### src/rtl/st_bus_arbiter.sv
// st_bus_arbiter: 68000-style BR/BG/BGACK bus-grant arbiter for N DMA-class masters.
// A grant is issued only while the CPU address strobe is high. All state moves on the
// 8 MHz enable. The arbiter recovers from a master that never acknowledges, and it
// leaves the CPU a short gap after each release.
// Optional feature macro: ARB_ROUND_ROBIN_EN (round-robin winner selection).
// When the macro is not defined, the lowest index wins.
//
//  state     | meaning
//  ----------+---------------------------------------------------------------
//  S_IDLE    | CPU owns the bus; requests sampled on clk_en while as_n is high
//  S_GRANT   | bg_n[owner] low; waiting for BGACK, withdrawal or timeout
//  S_OWNED   | owner holds BGACK; bg_n released; waiting for BGACK to rise
//  S_RELEASE | all bg_n high; CPU keeps the bus for CPU_GAP ticks
module st_bus_arbiter #(
  parameter int NUM_MASTERS   = 2,
  parameter int GRANT_TIMEOUT = 16,
  parameter int CPU_GAP       = 1,
  localparam int OW = (NUM_MASTERS > 1) ? $clog2(NUM_MASTERS) : 1
) (
  input  logic                   clk32,
  input  logic                   reset,
  input  logic                   clk_en,
  input  logic                   as_n,
  input  logic [NUM_MASTERS-1:0] br_n,
  input  logic [NUM_MASTERS-1:0] bgack_n_i,
  output logic [NUM_MASTERS-1:0] bg_n,
  output logic                   bgack_n,
  output logic                   bus_free,
  output logic [OW-1:0]          owner,
  output logic                   owner_valid,
  output logic                   grant_timeout
);

  localparam int TMAX = (GRANT_TIMEOUT > CPU_GAP) ? GRANT_TIMEOUT : CPU_GAP;
  localparam int TW   = (TMAX > 0) ? $clog2(TMAX + 1) : 1;
  localparam logic [TW-1:0] GT_LAST  = (GRANT_TIMEOUT > 0) ? TW'(GRANT_TIMEOUT - 1) : '0;
  localparam logic [TW-1:0] GAP_LAST = TW'(CPU_GAP);

  typedef enum logic [1:0] {S_IDLE, S_GRANT, S_OWNED, S_RELEASE} state_t;

  state_t                 state_q, state_d;
  logic [NUM_MASTERS-1:0] bg_n_q, bg_n_d;
  logic [OW-1:0]          owner_q, owner_d;
  logic [TW-1:0]          timer_q, timer_d;
  logic                   gto_q, gto_d;
  logic                   req_any;
  logic [OW-1:0]          win;
  logic                   own_req;
  logic                   own_ack;
`ifdef ARB_ROUND_ROBIN_EN
  logic [OW-1:0]          rr_q, rr_d;
`endif

  // Winner selection; descending scan so the first match in search order is the last written.
  always_comb begin
    req_any = 1'b0;
    win     = '0;
    for (int k = NUM_MASTERS - 1; k >= 0; k--) begin
`ifdef ARB_ROUND_ROBIN_EN
      if (!br_n[(int'(rr_q) + 1 + k) % NUM_MASTERS]) begin
        req_any = 1'b1;
        win     = OW'((int'(rr_q) + 1 + k) % NUM_MASTERS);
      end
`else
      if (!br_n[k]) begin
        req_any = 1'b1;
        win     = OW'(k);
      end
`endif
    end
  end

  // Request and acknowledge of the current owner only; the other masters' BGACK is ignored.
  always_comb begin
    own_req = 1'b0;
    own_ack = 1'b0;
    for (int i = 0; i < NUM_MASTERS; i++) begin
      if (owner_q == OW'(i)) begin
        own_req = ~br_n[i];
        own_ack = ~bgack_n_i[i];
      end
    end
  end

  // Next-state and next-output logic; nothing moves without clk_en.
  always_comb begin
    state_d = state_q;
    bg_n_d  = bg_n_q;
    owner_d = owner_q;
    timer_d = timer_q;
    gto_d   = 1'b0;
`ifdef ARB_ROUND_ROBIN_EN
    rr_d    = rr_q;
`endif
    if (clk_en) begin
      case (state_q)
        S_IDLE: begin
          if (as_n && req_any) begin
            state_d = S_GRANT;
            owner_d = win;
            timer_d = '0;
            for (int i = 0; i < NUM_MASTERS; i++) begin
              if (win == OW'(i)) bg_n_d[i] = 1'b0;
            end
          end
        end
        S_GRANT: begin
          // BGACK has priority over a timeout that expires on the same tick.
          if (own_ack) begin
            state_d = S_OWNED;
            bg_n_d  = '1;
`ifdef ARB_ROUND_ROBIN_EN
            rr_d    = owner_q;
`endif
          end else if (!own_req) begin
            state_d = S_IDLE;
            bg_n_d  = '1;
          end else if ((GRANT_TIMEOUT != 0) && (timer_q == GT_LAST)) begin
            state_d = S_RELEASE;
            bg_n_d  = '1;
            gto_d   = 1'b1;
            timer_d = '0;
          end else if (timer_q != '1) begin
            timer_d = timer_q + TW'(1);
          end
        end
        S_OWNED: begin
          if (!own_ack) begin
            state_d = S_RELEASE;
            timer_d = '0;
          end
        end
        S_RELEASE: begin
          if (timer_q == GAP_LAST) state_d = S_IDLE;
          else                     timer_d = timer_q + TW'(1);
        end
        default: begin
          state_d = S_IDLE;
          bg_n_d  = '1;
        end
      endcase
    end
  end

  // State register with synchronous reset that overrides clk_en.
  always_ff @(posedge clk32) begin
    if (reset) begin
      state_q <= S_IDLE;
      bg_n_q  <= '1;
      owner_q <= '0;
      timer_q <= '0;
      gto_q   <= 1'b0;
`ifdef ARB_ROUND_ROBIN_EN
      rr_q    <= '0;
`endif
    end else begin
      state_q <= state_d;
      bg_n_q  <= bg_n_d;
      owner_q <= owner_d;
      timer_q <= timer_d;
      gto_q   <= gto_d;
`ifdef ARB_ROUND_ROBIN_EN
      rr_q    <= rr_d;
`endif
    end
  end

  assign bg_n          = bg_n_q;
  assign owner         = owner_q;
  assign grant_timeout = gto_q;
  assign owner_valid   = (state_q == S_GRANT) || (state_q == S_OWNED);
  assign bgack_n       = &bgack_n_i;
  assign bus_free      = (&bg_n_q) & bgack_n;

endmodule

### config.mk
export PLATFORM = sky130hd
export DESIGN_NAME = st_bus_arbiter
export DESIGN_NICKNAME = d
export VERILOG_FILES = /design/src/rtl/st_bus_arbiter.sv
export SDC_FILE = /design/constraint.sdc
export NUM_CORES = 1
export LEC_CHECK = 0
export ABC_AREA = 1
export BUFFER_PORTS_ARGS = -buffer_cell sky130_fd_sc_hd__buf_2
export CORE_MARGIN = 4
export CORE_UTILIZATION = 58
export DETAILED_ROUTE_END_ITERATION = 12
export HOLD_SLACK_MARGIN = 0.1
export PLACE_DENSITY = 0.81
export SLEW_MARGIN = 15
export SYNTH_ARGS = -nofsm -noshare
export SYNTH_HDL_FRONTEND = slang
export SYNTH_SLANG_ARGS = --single-unit
### constraint.sdc
create_clock -name clk32 -period 3.75 [get_ports clk32]
set_clock_uncertainty 0.15 [all_clocks]
set_input_delay 0.75 -clock clk32 [delete_from_list [all_inputs] [get_ports clk32]]
set_output_delay 0.75 -clock clk32 [all_outputs]
set_load 0.01 [all_outputs]
==> results by group, run 1 <==
Synthesis
  • Cell variety after synth: 20
  • Most frequently used cell type in the post-synthesis netlist: sky130_fd_sc_hd__nand2_1
  • Synth async-reset ratio: 0%
  • Sequential fraction of the synthesis area: between 20% and 30%
  • Synth Flop Type: sky130_fd_sc_hd__dfxtp_1
  • Largest area contributor in the netlist: sky130_fd_sc_hd__dfxtp_1
  • Synth Net Count: 154
  • Portion of synthesized cell area occupied by the leading cell type: 24.6%
  • Top cells by area, synth: sky130_fd_sc_hd__dfxtp_1 (25%), sky130_fd_sc_hd__ha_1 (14%), sky130_fd_sc_hd__nand2_1 (12%), sky130_fd_sc_hd__nand3_1 (11%), sky130_fd_sc_hd__inv_1 (7.5%)
  • Cell Area, Synth: 896 sq um
  • Top post-synthesis cells by count: sky130_fd_sc_hd__nand2_1 (28), sky130_fd_sc_hd__nand3_1 (19), sky130_fd_sc_hd__inv_1 (18)
  • Count of mapped cells out of synthesis: around 140
  • Yosys Warn Count: 0
  • Post-Synthesis Mean Instance Area: 6.59 sq um
  • Post-synth EDFFs: 0
  • Flops & latches, synth: 11

Timing
  • Number of max-slew violations in the final report: 0
  • Hold Violations, Final: 0
  • Minimum period implied by the final worst setup slack: between 2000 and 2500 ps
  • Max-slew headroom: between 80% and 90%
  • Tightest Pin Transition: between 200 and 300 ps
  • Final worst path period share: 58.0%
  • Final worst-path setup slack: between 1500 and 2000 ps
  • Setup violators final: 0
  • FMAX: 459 MHz
  • Setup repair after global routing missed its margin: false
  • Min Hold Slack: 347 ps
  • Final setup TNS: 0 ps

CTS
  • Total setup buffers inserted after CTS: 0
  • Clock sink count: 11
  • Maximum buffer depth of the clock tree: 2
  • Post_cts resized: 0
  • Master cell of the clock root buffer: sky130_fd_sc_hd__clkbuf_4
  • Number of clock buffers inserted by TritonCTS: 3
  • Clock insertion delay at the later pin of the skew report: around 270 ps
  • Clock slew seen by the registers of the worst setup and hold paths: ~70 ps
  • Number of hold-repair buffers added at the cts stage: 0
  • Clock tree from TritonCTS: built
  • H-Tree Depth: 1

Routing
  • Post-DR vias/cell: 5.35
  • Number of optimization iterations in the first detailed-route pass: 4
  • Final ANT Viol Nets: 0
  • Number of DRC markers in iteration 0: 27
  • Via count: approximately 900
  • Wirelength, routed: around 1.8 mm
  • Number of remaining DRC errors: 0
  • Routed length per placed instance: 10.9 um

Placed design
  • Worst setup slack after placement: around 1700 ps
  • Half-perimeter wire length after detailed placement: approximately 1.4 mm
  • Buffers on Ports: 14
  • GP Congestion: ~0.8
  • Post-placement cell count: around 160

Global route
  • Number of global-route vias before repair: between 700 and 800
  • GRT overflow: 0
  • Antenna violations before repair: 0
  • Maximum number of pins on one net before global-route repair: 10
  • All-Layer GR Usage: between 20% and 30%
  • First-pass GRT wire length: ~3.2 mm

Worst setup path
  • Startpoint class of the critical path: flop
  • Critical path data required time: 2850 ps
  • Largest driver fanout on the critical path: 7
  • Endpoint class of the critical path: primary output
  • Arrival time of data at the critical path endpoint: roughly 1300 ps
  • Critical path type: reg -> out

Floorplanning
  • Area inside the core boundary: about 1400 sq um
  • Standard-cell row count: 13
  • I/O pins: 15
  • Y dimension of the die: 47.3 um
  • Starting Density: between 60% and 70%
  • Die Width: 47.3 um
  • Die outline area: between 2000 and 2500 sq um

Cells and area
  • Share of post-route cells with drive strength above 1: between 20% and 30%
  • Core occupancy in the finished layout: around 73%
  • Post-route non-filler standard cell count: roughly 170
  • FILL cells: ~120
  • Area growth syn-to-layout: 12.3%
  • Number of nets in the layout: about 170
  • N_diodes: 0

Power
  • LEAKAGE: between 0.4 and 0.5 nW
  • Peak ir drop on the vdd network: approximately 0.00021 V
  • Pwr/cell area: approximately 310 nW/um^2

Flow run
  • Total of max-cap violations: 0

Hold path
  • Path class of the lowest-slack min-delay path: reg -> reg

Status
  • Run status: complete, no violations
-- cell type report --
class | instances | area [sq um] | area share (%)
Clock buffer | 4 | 26.3 | 2.61
Inverter | 22 | 82.6 | 8.21
Multi-Input combinational cell | 102 | 588 | 58.5
Sequential cell | 11 | 220 | 21.9
Tap cell | 15 | 18.8 | 1.87
Timing Repair Buffer | 14 | 70.1 | 6.97
-- path summary, 6_finish.rpt --
check / startpoint / to / slack (ps) / depth (start not counted)
max: state_q[0] / owner_valid / 1570 / 3
min: bg_n[0] / bg_n[0] / 350 / 2
max reg2reg: timer_q[0] / flop / 1730 / 11
min reg2reg: bg_n[0] / bg_n[0] / 350 / 2
-- logic make-up (layout without fill, tap and decap cells) --
family | count (synthesis) | after routing | share of synthesized area (%)
AO/OA/AOI/OAI | 14 | 14 | 9.78
adder cells (fa/ha/maj) | 10 | 10 | 14.0
buffers and inverters | 23 | 40 | 9.77
flip-flops | 11 | 11 | 24.6
AND/OR/NAND/NOR | 78 | 78 | 41.9
-- per-layer routing --
layer	global-route usage (%)	wire (um)	vias to the layer above	part of all wire, %
li1	-	-	469	-
met1	23.1	816	401	45
met2	34.0	848	26	46
met3	8.43	146	2	8.0
met4	4.97	12	0	0.66
met5	0	0	-	0
-- cells in the final DEF, fill, tap and decap left out --
cell type / instances
sky130_fd_sc_hd__dfxtp_1: 11
sky130_fd_sc_hd__inv_2: 3
sky130_fd_sc_hd__nand3_1: 19
sky130_fd_sc_hd__buf_2: 14
sky130_fd_sc_hd__nor2_2: 5
sky130_fd_sc_hd__inv_1: 18
sky130_fd_sc_hd__ha_1: 10
sky130_fd_sc_hd__o21ai_2: 1
sky130_fd_sc_hd__clkinv_1: 1
sky130_fd_sc_hd__nand2_1: 28
sky130_fd_sc_hd__a21oi_1: 5
sky130_fd_sc_hd__clkbuf_4: 3
sky130_fd_sc_hd__o21ai_0: 6
sky130_fd_sc_hd__nand2_2: 6
sky130_fd_sc_hd__o21ai_1: 1
sky130_fd_sc_hd__nor2_1: 11
sky130_fd_sc_hd__clkbuf_1: 1
sky130_fd_sc_hd__nor2_4: 1
sky130_fd_sc_hd__nand2_4: 1
sky130_fd_sc_hd__o21bai_4: 1
sky130_fd_sc_hd__nand4_1: 6
sky130_fd_sc_hd__nor3_1: 1
-- power breakdown --
part           switching [mW]  internal (mW)  leakage (nW)  total (mW)
sequential             0.0101          0.126        0.0899       0.136
clock                  0.0395         0.0412        0.0150      0.0807
combinational          0.0628         0.0364         0.378      0.0991
total                   0.112          0.203         0.482       0.316
-- critical path, stage by stage, from the launching register on --
cell and delay (ps):
sky130_fd_sc_hd__dfxtp_1 430, sky130_fd_sc_hd__inv_1 130, sky130_fd_sc_hd__ha_1 310, sky130_fd_sc_hd__buf_2 140
-- per-stage QoR --
step	area, sq um	total power, mW
2_1_floorplan	896	0.212
3_3_place_gp	980	0.234
3_5_place_dp	980	0.237
4_1_cts	1010	0.318
5_1_grt	1010	0.344
6_report	1010	0.316
-- state kept, by name, summed over array words and instances (netlist names), named ones only --
| register | flops |
|---|---|
| bg_n | 2 |
| grant_timeout | 1 |
| owner | 1 |
| state_q | 1 |
| timer_q | 5 |
No activity file was read; power rests on OpenSTA's default activity.
==> run 2: changes to the inputs <==
--- a/config.mk
+++ b/config.mk
@@ -5,13 +5,13 @@
 export SDC_FILE = /design/constraint.sdc
 export NUM_CORES = 1
 export LEC_CHECK = 0
-export ABC_AREA = 1
+export ABC_AREA = 0
 export BUFFER_PORTS_ARGS = -buffer_cell sky130_fd_sc_hd__buf_2
 export CORE_MARGIN = 4
-export CORE_UTILIZATION = 58
+export CORE_UTILIZATION = 49
 export DETAILED_ROUTE_END_ITERATION = 12
 export HOLD_SLACK_MARGIN = 0.1
-export PLACE_DENSITY = 0.81
+export PLACE_DENSITY = 0.73
 export SLEW_MARGIN = 15
 export SYNTH_ARGS = -nofsm -noshare
 export SYNTH_HDL_FRONTEND = slang
==> constraint.sdc (replaced) <==
create_clock -name clk32 -period 2 [get_ports clk32]
set_clock_uncertainty 0.15 [all_clocks]
set_input_delay 0.4 -clock clk32 [delete_from_list [all_inputs] [get_ports clk32]]
set_output_delay 0.4 -clock clk32 [all_outputs]
set_load 0.01 [all_outputs]
==> results by group, run 2 <==
Status
  • Run status: finished with violations (was complete, no violations)
  • Violated checks: setup timing

Power
  • Share of power burned in registers: 42.4% (was 43.0%)
  • LEAKAGE: 0.483 nW (was 0.482 nW)
  • Internal power: 0.379 mW (was 0.203 mW)
  • Switching power as a share of total power: 32.0% (was 35.6%)
  • Pwr/cell area: 473 nW/um^2 (was 314 nW/um^2)
  • Peak ir drop on the vdd network: 0.000411 V (was 0.000215 V)
  • Combinational fraction of design power: 28.8% (was 31.4%)
  • Proportion of power drawn by the clock network: 28.8% (was 25.6%)
  • Reported net switching power: 0.179 mW (was 0.112 mW)

Synthesis
  • Flops & latches, synth: 11 (unchanged)
  • Share of cell area taken by muxes after synthesis: 4.56% (was 0%)
  • Top cells by area, synth: sky130_fd_sc_hd__dfxtp_1 (25%), sky130_fd_sc_hd__ha_1 (14%), sky130_fd_sc_hd__mux2i_1 (4.6%), sky130_fd_sc_hd__inv_1 (4.3%), sky130_fd_sc_hd__a221oi_4 (3.0%) (was sky130_fd_sc_hd__dfxtp_1 (25%), sky130_fd_sc_hd__ha_1 (14%), sky130_fd_sc_hd__nand2_1 (12%), sky130_fd_sc_hd__nand3_1 (11%), sky130_fd_sc_hd__inv_1 (7.5%))
  • Portion of synthesized cell area occupied by the leading cell type: 25.1% (was 24.6%)
  • Yosys Warn Count: 0 (unchanged)
  • Most frequently used cell type in the post-synthesis netlist: sky130_fd_sc_hd__dfxtp_1 (was sky130_fd_sc_hd__nand2_1)
  • Top post-synthesis cells by count: sky130_fd_sc_hd__dfxtp_1 (11), sky130_fd_sc_hd__ha_1 (10), sky130_fd_sc_hd__inv_1 (10) (was sky130_fd_sc_hd__nand2_1 (28), sky130_fd_sc_hd__nand3_1 (19), sky130_fd_sc_hd__inv_1 (18))
  • XOR/XNOR Fraction of Synth Area: 0% (unchanged)
  • Adder-cell share of the synthesized area: 14.3% (was 14.0%)
  • Count of mapped cells out of synthesis: 94 (was 136)
  • Synth Flop Type: sky130_fd_sc_hd__dfxtp_1 (unchanged)
  • Cell variety after synth: 40 (was 20)
  • Post-synthesis compound-gate area fraction: 23.5% (was 9.78%)
  • Synth async-reset ratio: 0% (unchanged)
  • Synth Net Count: 112 (was 154)
  • Area share of and/or/nand/nor cells after synthesis: 26.1% (was 41.9%)
  • Cell Area, Synth: 877 sq um (was 896 sq um)
  • Post-Synthesis Mean Instance Area: 9.33 sq um (was 6.59 sq um)
  • Post-synth EDFFs: 0 (unchanged)
  • Sequential fraction of the synthesis area: 25.1% (was 24.6%)
  • Largest area contributor in the netlist: sky130_fd_sc_hd__dfxtp_1 (unchanged)
  • Dominant combinational cell family by area after synthesis: simple AND/OR/NAND/NOR gates (unchanged)

Floorplanning
  • Die Width: 50.3 um (was 47.3 um)
  • Standard-cell row count: 15 (was 13)
  • Die outline area: 2530 sq um (was 2240 sq um)
  • I/O pins: 15 (unchanged)
  • Y dimension of the die: 50.3 um (was 47.3 um)
  • Starting Density: 51.4% (was 64.8%)
  • Area inside the core boundary: 1710 sq um (was 1380 sq um)

Timing
  • Final worst-path setup slack: -212 ps (was 1570 ps)
  • Minimum period implied by the final worst setup slack: between 2000 and 2500 ps
  • Min Hold Slack: 325 ps (was 347 ps)
  • Final setup TNS: -909 ps (was 0 ps)
  • Tightest Pin Transition: 659 ps (was 272 ps)
  • Setup violators final: 5 (was 0)
  • Number of max-slew violations in the final report: 0 (unchanged)
  • FMAX: roughly 450 MHz
  • Max-slew headroom: 55.5% (was 81.8%)
  • Setup repair after global routing missed its margin: true (was false)
  • Hold Violations, Final: 0 (unchanged)
  • Final worst path period share: 111%

Flow run
  • Total of max-cap violations: 0 (unchanged)

Worst setup path
  • Critical R2R Launch: timer_q[1] (was timer_q[0])
  • Arrival time of data at the critical path endpoint: 2280 ps (was 1280 ps)
  • Largest driver fanout on the critical path: 4 (was 7)
  • Sequence of cells on the critical path: ha_4 > and3_4 > ha_4 > or4b_4 > a32oi_4 > and3b_2 > a22o_1 (was inv_1 > ha_1 > buf_2)
  • Cell type of the slowest stage on the worst timing path: sky130_fd_sc_hd__or4b_4 (was sky130_fd_sc_hd__dfxtp_1)
  • Launching element of the worst setup path: timer_q[1] (was state_q[0])
  • Startpoint class of the critical path: flop (unchanged)
  • Critical path type: reg -> reg (was reg -> out)
  • Cell mode on critical path: sky130_fd_sc_hd__ha_4
  • Slowest stage delay, CP: 500 ps (was 430 ps)
  • Critical path data required time: 2070 ps (was 2850 ps)
  • Endpoint class of the critical path: flop (was primary output)

Hold path
  • Hold path startpoint: reset (was bg_n[0])
  • Path class of the lowest-slack min-delay path: in -> reg (was reg -> reg)

Placed design
  • GP Congestion: 0.844 (was 0.816)
  • Half-perimeter wire length after detailed placement: 1.65 mm (was 1.45 mm)
  • Buffers on Ports: 14 (unchanged)
  • Post-placement cell count: 143 (was 164)
  • Placed instance area: 1090 sq um (was 980 sq um)

Routing
  • Number of DRC markers in iteration 0: 16 (was 27)
  • Post-DR vias/cell: 5.55 (was 5.35)
  • Final ANT Viol Nets: 0 (unchanged)
  • Number of remaining DRC errors: 0 (unchanged)
  • Wirelength, routed: 2.16 mm (was 1.82 mm)
  • Routed length per placed instance: 14.6 um (was 10.9 um)
  • Number of optimization iterations in the first detailed-route pass: 4 (unchanged)
  • Via count: 822 (was 898)

Cells and area
  • Largest Register: timer_q (unchanged)
  • FILL cells: 138 (was 121)
  • Area growth syn-to-layout: 34.4% (was 12.3%)
  • Max FFs per register: 5 (unchanged)
  • Number of nets in the layout: 142 (was 172)
  • Post-route non-filler standard cell count: 148 (was 168)
  • Share of post-route cells with drive strength above 1: 40.7% (was 22.9%)
  • Core occupancy in the finished layout: 69.0% (was 72.8%)
  • N_diodes: 0 (unchanged)
  • Final std cell area, no fill: 1180 sq um (was 1010 sq um)
  • Commonest non-fill, non-tap cells in the layout: sky130_fd_sc_hd__buf_2 (14), sky130_fd_sc_hd__buf_4 (14), sky130_fd_sc_hd__inv_1 (10), sky130_fd_sc_hd__dfxtp_1 (9) (was sky130_fd_sc_hd__nand2_1 (28), sky130_fd_sc_hd__nand3_1 (19), sky130_fd_sc_hd__inv_1 (18), sky130_fd_sc_hd__buf_2 (14))

CTS
  • Maximum buffer depth of the clock tree: 2 (unchanged)
  • Number of clock buffers inserted by TritonCTS: 3 (unchanged)
  • Clock sink count: 11 (unchanged)
  • Clock tree from TritonCTS: built (unchanged)
  • Clock insertion delay at the later pin of the skew report: 280 ps (was 270 ps)
  • Master cell of the clock root buffer: sky130_fd_sc_hd__clkbuf_4 (unchanged)
  • Clock slew seen by the registers of the worst setup and hold paths: 70 ps (about the same)
  • H-Tree Depth: 1 (unchanged)

Global route
  • GRT overflow: 0 (unchanged)
  • Number of global-route vias before repair: 860 (was 796)
  • Antenna violations before repair: 0 (unchanged)
  • Maximum number of pins on one net before global-route repair: 14 (was 10)
  • All-Layer GR Usage: 20.2% (was 20.0%)
  • First-pass GRT wire length: 3.88 mm (was 3.16 mm)
run 2: cell count changes in the layout (fill, tap and decap cells not counted), moves of 4 or more:
cell                      delta
sky130_fd_sc_hd__inv_1       -8
sky130_fd_sc_hd__o21ai_0     -6
sky130_fd_sc_hd__mux2i_1     +4
sky130_fd_sc_hd__nand3_1    -16
sky130_fd_sc_hd__buf_4      +14
sky130_fd_sc_hd__nor2_2      -5
sky130_fd_sc_hd__nand2_2     -5
sky130_fd_sc_hd__nand4_1     -6
sky130_fd_sc_hd__nand2_1    -25
sky130_fd_sc_hd__nor2_1      -4
run 2: final timing paths:
check                           cells past startpoint  slack [ps]          to
worst max-delay path                                7        -210  timer_q[0]
worst max register to register                      7        -210  timer_q[0]
worst min register to register                      2         390     bg_n[1]
worst min-delay path                                2         330  timer_q[4]
run 2: cells by family after synthesis:
kind of cell	after synthesis
and+or+nand+nor	36
AOI/OAI and AO/OA	20
buffers and inverters	13
DFF	11
adders and majority gates	10
muxes	4
run 2: metrics by stage:
stage	power, mW	worst slack (ps)
CTS	0.555	-220
floorplan	0.333	-167
global placement	0.383	-223
detailed placement	0.387	-277
finish	0.557	-212
global route	0.592	-280
run 2: cell type report:
class | count | area [sq um] | share of cell area [%]
Multi-Input combinational cell | 70 | 686 | 58.2
Clock buffer | 4 | 26.3 | 2.23
Tap cell | 25 | 31.3 | 2.65
Sequential cell | 11 | 223 | 18.9
Timing Repair Buffer | 28 | 175 | 14.9
Inverter | 10 | 37.5 | 3.18
run 2: repair_timing:
action	in CTS	in global routing
pin swaps	5	3
gates resized for setup	5	5
endpoints found under the setup margin	6	9
hold buffers	0	0
buffers inserted	1	0
run 2: power by group through the flow:
stage | sequential (mW) | combinational (mW) | clock, mW
global placement | 0.241 | 0.142 | 0
finish | 0.237 | 0.160 | 0.160
floorplan | 0.243 | 0.0903 | 0
global route | 0.238 | 0.178 | 0.176
CTS | 0.236 | 0.152 | 0.166
detailed placement | 0.241 | 0.146 | 0
run 2: worst max-delay path: cells and delay by family (launching register included):
family,cells,cell delay (ps)
simple gates,3,940
compound gates,2,420
flops,1,340
fa+ha+maj,2,310
run 2: layer usage:
| metal | up-vias | wire (um) | global-route usage, % |
|---|---|---|---|
| met4 | 0 | 55 | 11.2 |
| met2 | 14 | 1020 | 31.3 |
| li1 | 409 | - | - |
| met1 | 394 | 1000 | 25.9 |
| met5 | - | 0 | 0 |
| met3 | 5 | 82 | 4.45 |
==> run 3: changes to the inputs <==
--- a/config.mk
+++ b/config.mk
@@ -7,11 +7,11 @@
 export LEC_CHECK = 0
 export ABC_AREA = 0
 export BUFFER_PORTS_ARGS = -buffer_cell sky130_fd_sc_hd__buf_2
-export CORE_MARGIN = 4
 export CORE_UTILIZATION = 49
 export DETAILED_ROUTE_END_ITERATION = 12
 export HOLD_SLACK_MARGIN = 0.1
 export PLACE_DENSITY = 0.73
+export RECOVER_POWER = 25
 export SLEW_MARGIN = 15
 export SYNTH_ARGS = -nofsm -noshare
 export SYNTH_HDL_FRONTEND = slang
==> results by group, run 3 (same netlist as run 2, synthesis figures left out) <==
Power
  • Combinational fraction of design power: 28.4% (was 28.8%)
  • LEAKAGE: 0.483 nW (about the same)
  • Reported net switching power: 0.172 mW (was 0.179 mW)
  • Peak ir drop on the vdd network: 0.000287 V (was 0.000411 V)
  • Internal power: 0.377 mW (was 0.379 mW)
  • Share of power burned in registers: 43.1% (was 42.4%)
  • Proportion of power drawn by the clock network: 28.5% (was 28.8%)
  • Switching power as a share of total power: 31.4% (was 32.0%)
  • Pwr/cell area: 467 nW/um^2 (was 473 nW/um^2)

Timing
  • Tightest Pin Transition: 669 ps (was 659 ps)
  • Minimum period implied by the final worst setup slack: 2260 ps (was 2210 ps)
  • Final worst-path setup slack: -261 ps (was -212 ps)
  • Setup repair after global routing missed its margin: true (unchanged)
  • FMAX: 442 MHz (was 452 MHz)
  • Hold Violations, Final: 0 (unchanged)
  • Number of max-slew violations in the final report: 0 (unchanged)
  • Setup violators final: 6 (was 5)
  • Final worst path period share: 113% (was 111%)
  • Max-slew headroom: 54.8% (was 55.5%)

Cells and area
  • N_diodes: 0 (unchanged)
  • Post-route non-filler standard cell count: 148 (unchanged)
  • Largest Register: timer_q (unchanged)
  • Commonest non-fill, non-tap cells in the layout: sky130_fd_sc_hd__buf_4 (15), sky130_fd_sc_hd__buf_2 (12), sky130_fd_sc_hd__inv_1 (9), sky130_fd_sc_hd__dfxtp_1 (8), sky130_fd_sc_hd__nor2_1 (7) (was sky130_fd_sc_hd__buf_2 (14), sky130_fd_sc_hd__buf_4 (14), sky130_fd_sc_hd__inv_1 (10), sky130_fd_sc_hd__dfxtp_1 (9))
  • Most frequent standard cell in the layout excluding fill and tap cells: sky130_fd_sc_hd__buf_4
  • Share of post-route cells with drive strength above 1: 41.9% (was 40.7%)
  • FILL cells: 111 (was 138)
  • Number of nets in the layout: 143 (was 142)
  • Core occupancy in the finished layout: 73.8% (was 69.0%)
  • Max FFs per register: 5 (unchanged)
  • Area growth syn-to-layout: 34.1% (was 34.4%)

Routing
  • Top metal layer carrying routed signals: met4 (unchanged)
  • Met2 Routed Length: 976 um (was 1.02 mm)
  • Number of optimization iterations in the first detailed-route pass: 4 (unchanged)
  • Final ANT Viol Nets: 0 (unchanged)
  • Wirelength, routed: 2.12 mm (was 2.16 mm)
  • Routed length on met3: 117 um (was 82 um)
  • Via count: 849 (was 822)
  • Routed length per placed instance: 14.3 um (was 14.6 um)
  • Number of DRC markers in iteration 0: 25 (was 16)
  • Met1 layer wirelength in the final routing: 990 um (was 1.00 mm)
  • Number of remaining DRC errors: 0 (unchanged)
  • Post-DR vias/cell: 5.74 (was 5.55)

Worst setup path
  • Startpoint class of the critical path: flop (unchanged)
  • Number of cells on the worst reg-to-reg path: 7 (unchanged)
  • Worst R2R Setup Slack: -260 ps (was -210 ps)
  • Launching element of the worst setup path: timer_q[1] (unchanged)
  • Capturing point of the worst reg2reg path: timer_q[0] (unchanged)
  • Critical path type: reg -> reg (unchanged)
  • Endpoint class of the critical path: flop (unchanged)
  • Critical R2R Launch: timer_q[1] (unchanged)
  • Critical path data required time: 2070 ps (about the same)
  • Largest driver fanout on the critical path: 4 (unchanged)
  • Arrival time of data at the critical path endpoint: 2330 ps (was 2280 ps)
  • Critical path endpoint: timer_q[0] (unchanged)

Global route
  • Number of global-route vias before repair: 826 (was 860)
  • Antenna violations before repair: 0 (unchanged)
  • Maximum number of pins on one net before global-route repair: 14 (unchanged)
  • GRT overflow: 0 (unchanged)
  • All-Layer GR Usage: 25.6% (was 20.2%)
  • First-pass GRT wire length: 3.57 mm (was 3.88 mm)

CTS
  • Clock slew seen by the registers of the worst setup and hold paths: 70 ps (about the same)
  • Number of clock buffers inserted by TritonCTS: 3 (unchanged)
  • Clock tree from TritonCTS: built (unchanged)
  • Master cell of the clock root buffer: sky130_fd_sc_hd__clkbuf_4 (unchanged)
  • H-Tree Depth: 1 (unchanged)
  • Maximum buffer depth of the clock tree: 2 (unchanged)
  • Clock sink count: 11 (unchanged)
  • Clock insertion delay at the later pin of the skew report: 280 ps (about the same)

Floorplanning
  • Die Width: 44.3 um (was 50.3 um)
  • Area inside the core boundary: 1590 sq um (was 1710 sq um)
  • Y dimension of the die: 44.3 um (was 50.3 um)
  • Die outline area: 1960 sq um (was 2530 sq um)
  • I/O pins: 15 (unchanged)
  • Standard-cell row count: 14 (was 15)
  • Starting Density: 55.0% (was 51.4%)

Hold path
  • Path class of the lowest-slack min-delay path: in -> reg (unchanged)

Status
  • Run status: finished with violations (unchanged)
  • Violated checks: setup timing (unchanged)

Placed design
  • Half-perimeter wire length after detailed placement: 1.64 mm (was 1.65 mm)
  • Buffers on Ports: 14 (unchanged)
  • Post-placement cell count: 141 (was 143)
  • GP Congestion: 0.801 (was 0.844)

Flow run
  • Total of max-cap violations: 0 (unchanged)
run 3: worst max-delay path: stages, from the launching register on:
cell,delay [ps]
sky130_fd_sc_hd__dfxtp_2,340
sky130_fd_sc_hd__ha_4,160
sky130_fd_sc_hd__and3_4,190
sky130_fd_sc_hd__ha_4,150
sky130_fd_sc_hd__or4bb_4,530
sky130_fd_sc_hd__a32oi_4,290
sky130_fd_sc_hd__and3b_2,260
sky130_fd_sc_hd__a22o_1,130
run 3: timing repair:
| item | 4_1_cts | 5_1_grt |
|---|---|---|
| setup buffers | 2 | 1 |
| gates resized for setup | 3 | 9 |
| setup endpoints to repair | 7 | 7 |
| hold buffers | 0 | 0 |
| pin swaps | 2 | 4 |
| cloned | 0 | 0 |
run 3: stage by stage:
| step | hold WS [ps] | power (mW) | setup TNS, ps | instance area, sq um | setup WS (ps) |
|---|---|---|---|---|---|
| 2_1_floorplan | 329 | 0.333 | -748 | 910 | -167 |
| 5_1_grt | 329 | 0.579 | -1660 | 1180 | -323 |
| 3_5_place_dp | 378 | 0.383 | -1330 | 1080 | -280 |
| 4_1_cts | 321 | 0.540 | -1120 | 1130 | -231 |
| 3_3_place_gp | 353 | 0.378 | -1130 | 1080 | -249 |
| 6_report | 333 | 0.549 | -1260 | 1180 | -261 |
run 3: worst min path at each step:
stage / startpoint / to / slack, ps / depth (start not counted)
after floorplan: flop / flop / 330 / 2
after global placement: flop / flop / 350 / 2
after detailed placement: bg_n[1] / bg_n[1] / 380 / 2
after CTS: br_n[0] / owner / 320 / 2
after global routing: br_n[0] / owner / 330 / 2
final: br_n[0] / owner / 330 / 2
run 3: power by group through the flow:
stage | sequential [mW] | combinational [mW] | clock (mW)
floorplan | 0.243 | 0.0903 | 0
global placement | 0.241 | 0.137 | 0
CTS | 0.236 | 0.143 | 0.160
global route | 0.238 | 0.172 | 0.169
detailed placement | 0.241 | 0.142 | 0
finish | 0.237 | 0.156 | 0.157
run 3: metal layers:
metal  global-route usage [%]  vias up
met3                     7.35        5
li1                         -      410
met2                     40.9       29
met5                        0        -
met4                     12.7        0
met1                     31.3      405
run 3: final cells by class:
| type | count | area [sq um] | share of cell area [%] |
|---|---|---|---|
| inverter | 10 | 37.5 | 3.19 |
| clock buffer | 4 | 26.3 | 2.23 |
| timing repair buffer | 29 | 180 | 15.3 |
| tap | 24 | 30.0 | 2.55 |
| sequential | 11 | 224 | 19.0 |
| multi-input combinational | 70 | 678 | 57.7 |
